--- config.mk ---
export PLATFORM = sky130hd
export DESIGN_NAME = scan_seq_74138
export DESIGN_NICKNAME = d
export VERILOG_FILES = /design/src/rtl/scan_seq_74138.sv
export SDC_FILE = /design/constraint.sdc
export NUM_CORES = 1
export LEC_CHECK = 0
export CAP_MARGIN = 20
export CORE_MARGIN = 2
export CORE_UTILIZATION = 42
export DETAILED_ROUTE_END_ITERATION = 10
export PLACE_DENSITY = 0.64
export SLEW_MARGIN = 20
export SYNTH_ARGS = -nofsm -noshare
export SYNTH_HDL_FRONTEND = slang
export SYNTH_SLANG_ARGS = --single-unit
--- constraint.sdc ---
create_clock -name clk_i -period 0.8 [get_ports clk_i]
set_clock_uncertainty 0.1 [all_clocks]
set_input_delay 0.16 -clock clk_i [delete_from_list [all_inputs] [get_ports clk_i]]
set_output_delay 0.16 -clock clk_i [all_outputs]
set_load 0.005 [all_outputs]
--- src/rtl/scan_seq_74138.sv ---
// Scan sequencer driving a 74138 3-to-8 decoder: per channel a blanking gap, then a dwell with enables on.
// Optional build macro SCAN_SEQ_GRAY_EN selects Gray-order channel stepping instead of binary order.
module scan_seq_74138 #(
    parameter int DWELL_CYCLES = 1000,
    parameter int BLANK_CYCLES = 2,
    parameter int NUM_CH       = 8
) (
    input  logic       clk_i,
    input  logic       rst_n_i,
    input  logic       start_i,
    input  logic       stop_i,
    input  logic       oneshot_i,
    output logic       select_a_o,
    output logic       select_b_o,
    output logic       select_c_o,
    output logic       g1_en_o,
    output logic       g2a_en_n_o,
    output logic       g2b_en_n_o,
    output logic [2:0] ch_o,
    output logic       busy_o,
    output logic       frame_done_o
);

    localparam logic [1:0] S_IDLE  = 2'd0;
    localparam logic [1:0] S_BLANK = 2'd1;
    localparam logic [1:0] S_DWELL = 2'd2;

    localparam int MAX_CYC = (DWELL_CYCLES > BLANK_CYCLES) ? DWELL_CYCLES : BLANK_CYCLES;
    localparam int CW      = $clog2(MAX_CYC + 1);

    localparam logic [CW-1:0] DWELL_LOAD = CW'(DWELL_CYCLES - 1);
    localparam logic [CW-1:0] BLANK_LOAD = CW'(BLANK_CYCLES - 1);
    localparam logic [2:0]    LAST_STEP  = 3'(NUM_CH - 1);

    generate
        if (BLANK_CYCLES < 2) begin : g_chk_blank
            $error("scan_seq_74138: BLANK_CYCLES must be >= 2");
        end
        if (DWELL_CYCLES < 1) begin : g_chk_dwell
            $error("scan_seq_74138: DWELL_CYCLES must be >= 1");
        end
        if (NUM_CH < 1 || NUM_CH > 8) begin : g_chk_num_ch
            $error("scan_seq_74138: NUM_CH must be in 1..8");
        end
    endgenerate

    // Physical decoder channel for a scan step; binary-to-Gray gives 0,1,3,2,6,7,5,4.
    function automatic logic [2:0] step_to_ch(input logic [2:0] step);
`ifdef SCAN_SEQ_GRAY_EN
        return step ^ {1'b0, step[2:1]};
`else
        return step;
`endif
    endfunction

    logic [1:0]    r_rst_sync;
    logic          w_rst_n;
    logic [1:0]    r_state;
    logic [CW-1:0] r_cnt;
    logic [2:0]    r_step;
    logic [2:0]    r_sel;
    logic          r_en;
    logic          r_busy;
    logic          r_frame_done;
    logic          r_stop_pend;
    logic          w_cnt_done;
    logic          w_last;
    logic          w_stop;

    // NOTE: reset asserts asynchronously but releases only after two clean clock edges,
    // so no state flop sees the release near an active edge.
    always_ff @(posedge clk_i or negedge rst_n_i) begin
        if (!rst_n_i) begin
            r_rst_sync <= 2'b00;
        end else begin
            r_rst_sync <= {r_rst_sync[0], 1'b1};
        end
    end

    assign w_rst_n    = r_rst_sync[1];
    assign w_cnt_done = (r_cnt == '0);
    assign w_last     = (r_step == LAST_STEP);
    assign w_stop     = r_stop_pend | stop_i;

    always_ff @(posedge clk_i or negedge w_rst_n) begin
        if (!w_rst_n) begin
            r_state      <= S_IDLE;
            r_cnt        <= '0;
            r_step       <= 3'd0;
            r_sel        <= 3'd0;
            r_en         <= 1'b0;
            r_busy       <= 1'b0;
            r_frame_done <= 1'b0;
            r_stop_pend  <= 1'b0;
        end else begin
            r_frame_done <= 1'b0;
            case (r_state)
                S_IDLE: begin
                    if (start_i && !stop_i) begin
                        r_state     <= S_BLANK;
                        r_step      <= 3'd0;
                        r_cnt       <= BLANK_LOAD;
                        r_busy      <= 1'b1;
                        r_stop_pend <= 1'b0;
                    end
                end
                S_BLANK: begin
                    if (stop_i) r_stop_pend <= 1'b1;
                    // Enables went off on the previous edge, so the select change is glitch-free.
                    if (r_cnt == BLANK_LOAD) r_sel <= step_to_ch(r_step);
                    if (w_cnt_done) begin
                        r_state <= S_DWELL;
                        r_cnt   <= DWELL_LOAD;
                        r_en    <= 1'b1;
                    end else begin
                        r_cnt <= r_cnt - 1'b1;
                    end
                end
                S_DWELL: begin
                    if (stop_i) r_stop_pend <= 1'b1;
                    if (w_cnt_done) begin
                        r_en <= 1'b0;
                        if (w_last) r_frame_done <= 1'b1;
                        // NOTE: non-blocking assignments to the same flop: the later one in
                        // this block wins, so leaving for IDLE always clears the pending stop.
                        if (w_stop || (w_last && oneshot_i)) begin
                            r_state     <= S_IDLE;
                            r_busy      <= 1'b0;
                            r_stop_pend <= 1'b0;
                        end else begin
                            r_state <= S_BLANK;
                            r_cnt   <= BLANK_LOAD;
                            r_step  <= w_last ? 3'd0 : r_step + 3'd1;
                        end
                    end else begin
                        r_cnt <= r_cnt - 1'b1;
                    end
                end
                default: begin
                    r_state <= S_IDLE;
                    r_en    <= 1'b0;
                    r_busy  <= 1'b0;
                end
            endcase
        end
    end

    assign select_a_o   = r_sel[0];
    assign select_b_o   = r_sel[1];
    assign select_c_o   = r_sel[2];
    assign ch_o         = r_sel;
    assign g1_en_o      = r_en;
    assign g2a_en_n_o   = ~r_en;
    assign g2b_en_n_o   = ~r_en;
    assign busy_o       = r_busy;
    assign frame_done_o = r_frame_done;

endmodule

==> impl_metrics.ini <==
[synthesis]
synth_fp_nets = 165
synth-async-reset-ratio = 1.00
synth_compound_area_frac = 0.216
ys.flop_type = dfrtp_1
synth_top_area_share = 0.399
synth-seq-cells = 24
synthMuxAreaShare = 0.0399
avgSynthCellArea_um2 = 10.0
yosysUniqueCellTypes = 43
synthAdderAreaFrac = 0.0831
yosysWarnings = 0
yosys-top-cells-area = dfrtp_1 (40%), ha_1 (8.3%), a21oi_1 (5.0%)
yosys.area_share.simple = 0.185
synth_top_family_by_area = compound AO/OA/AOI/OAI gates
synth_edf_count = 0
synth_commonest_cells = dfrtp_1 (24), a21oi_1 (15), ha_1 (10)
synth_area_leader_cell = dfrtp_1
synth_xor_area_frac = 0
synthCells = 150
syn_area_um2 = 1510
synth_most_common_cell = dfrtp_1
ys_seq_area_frac = 0.399

[place]
dp.cells = 255
place_congestion = 0.866
placed_area_um2 = 2100
hpwl_um = 3130
port_buffers = 15
place_ws_ns = -1.26

[floorplanning]
die_w_um = 63.9
ios = 16
die-area_um2 = 4080
rows = 21
start_util = 0.444
core_um2 = 3390
die-height_um = 63.9

[cells_and_area]
num_antenna_cells = 0
layout-drive-gt1-share = 0.532
final_area_um2 = 2440
finish.utilization = 0.721
final_cells = 279
nets = 249
syn_to_final_growth_pct = 62.3

[sta]
maxSlewViolCount = 0
setup_viol = 33
post-route-period-util = 2.62
fmax_mhz = 477
period_needed_ns = 2.10
grt_setup_unrepaired = yes
worst_slack_ns = -1.30
hold_viol_final = 0

[clock_tree]
cts-buffers-inserted = 3
clock_sinks = 24
clock_latency_ns = 0.31
cts_tree = built
clk_pin_slew_ns = 0.14
cts_buffer_depth = 2
cts_root_buf = clkbuf_4
cts.htree.levels = 1

[global_route]
grt_remaining_overflow = 0
grt_pass1_vias = 1656
grtUsageTotal = 0.242
grt_first_pass_wirelength_um = 7670
grt_max_degree = 23
antenna_found_initial = 0

[power]
ir_drop_v = 0.00216
p_int_w = 0.00587
cellLeakagePower_nw = 1.18
switching_share = 0.399
power_density_nw_per_um2 = 4000
p_seq_frac = 0.192
p_sw_w = 0.00390
p_comb_frac = 0.718
clock_power_share = 0.089

[detailed_routing]
wirelength_um = 4860
ant_nets = 0
vias = 1560
first_iter_violations = 96
drc = 0
routed_via_density = 5.59
wire_per_inst_um = 17.4
dr.pass1.iters = 4

[setup_path]
worst-setup-path-type = reg2reg
worst_setup_path_start_kind = flop
end_kind = flop
crit_fanout = 6
worstPathRequired_ns = 0.91
cp_cell_sequence = or4_4, buf_6, nor4_4, or2b_1, mux2_4
cpMaxStageDelayCell = or4_4
critPathMaxStageDelay_ns = 0.61
cp.arrival_ns = 2.20

[min_path]
hp-class = reg2async

[run]
drv_cap = 0

[run_status]
status = complete, but fails checks
failed_checks = negative setup slack
stage by stage:
stage	setup TNS, ns	total power [W]	hold WS [ns]
finish	-29.75	0.00976	0.106
global route	-31.31	0.0104	0.127
global placement	-27.67	0.00727	0.0973
detailed placement	-28.70	0.00747	0.104
CTS	-29.29	0.00928	0.116
floorplan	-24.41	0.00493	-0.236
registers in the layout, summed over array words and instances (netlist names):
register / cells
r_cnt: 10
ch_o: 3
r_step: 3
r_rst_sync: 2
r_state: 2
busy_o: 1
frame_done_o: 1
g1_en_o: 1
r_stop_pend: 1
cells by family (layout without fill, tap and decap cells):
kind of cell,after synthesis,after routing
other cells,1,1
flops,24,24
fa+ha+maj,10,10
simple gates,45,45
mux,5,5
buf+inv,20,103
compound gates,45,45
power by group through the flow:
stage | sequential, W | combinational, W | clock, W
2_1_floorplan | 0.00192 | 0.00301 | 0
3_3_place_gp | 0.00186 | 0.00542 | 0
3_5_place_dp | 0.00189 | 0.00558 | 0
4_1_cts | 0.00186 | 0.00651 | 0.000908
5_1_grt | 0.00191 | 0.00749 | 0.000953
6_report | 0.00188 | 0.00701 | 0.000873
routing by layer:
metal	up-vias	global-route usage	share of wire
met3	13	0.0299	0.049
met4	0	0.0842	0.022
met2	54	0.436	0.53
li1	726	-	-
met1	767	0.293	0.40
met5	-	0	0
cell type report:
cell class | count | area (µm²)
Clock buffer | 3 | 22.5
Sequential cell | 24 | 602
Fill cell | 231 | 946
Inverter | 8 | 30.0
Clock inverter | 1 | 30.0
Tap cell | 46 | 57.6
Timing Repair Buffer | 91 | 744
Multi-Input combinational cell | 106 | 957
cells in the final DEF (no fill, tap or decap), types with 3 or more instances in the layout:
master and count:
clkbuf_4 3, buf_2 8, nor4_4 3, a21oi_1 12, dfrtp_1 23, or4_4 3
nand2_1 9, o22a_1 6, ha_1 6, inv_1 7, a211oi_1 3, buf_4 62
a31oi_1 3, nor2_1 4, ha_4 3, o211ai_1 3, clkdlybuf4s50_1 4, buf_6 15
mux2_2 4, nor3_1 4
repair_timing:
| action | 4_1_cts | 5_1_grt |
|---|---|---|
| hold buffers | 1 | 0 |
| cloned | 1 | 0 |
| hold endpoints to repair | 2 | 0 |
| buffers inserted | 18 | 6 |
| pin swaps | 11 | 10 |
| gates resized for setup | 73 | 15 |
| setup endpoints to repair | 33 | 33 |
critical path, delay by kind of cell, from the launching register on:
kind,cells,cell delay (ns)
AND/OR/NAND/NOR,3,1.01
flip-flops,1,0.42
multiplexers,1,0.32
buffers and inverters,1,0.15
path summary, 6_finish.rpt:
check,from,endpoint,slack [ns],cells after the start
min in group clk_i,r_rst_sync[0],r_rst_sync[1],0.27,0
worst max-delay path,r_cnt[7],r_cnt[1],-1.30,5
worst min register to register,r_rst_sync[1],r_cnt[8],0.11,1
worst max register to register,r_cnt[7],r_cnt[1],-1.30,5
worst min-delay path,r_rst_sync[1],r_cnt[8],0.11,1
max in group asynchronous,rst_n_i,r_rst_sync[1],0.05,2
No activity file was read; power rests on OpenSTA's default activity.
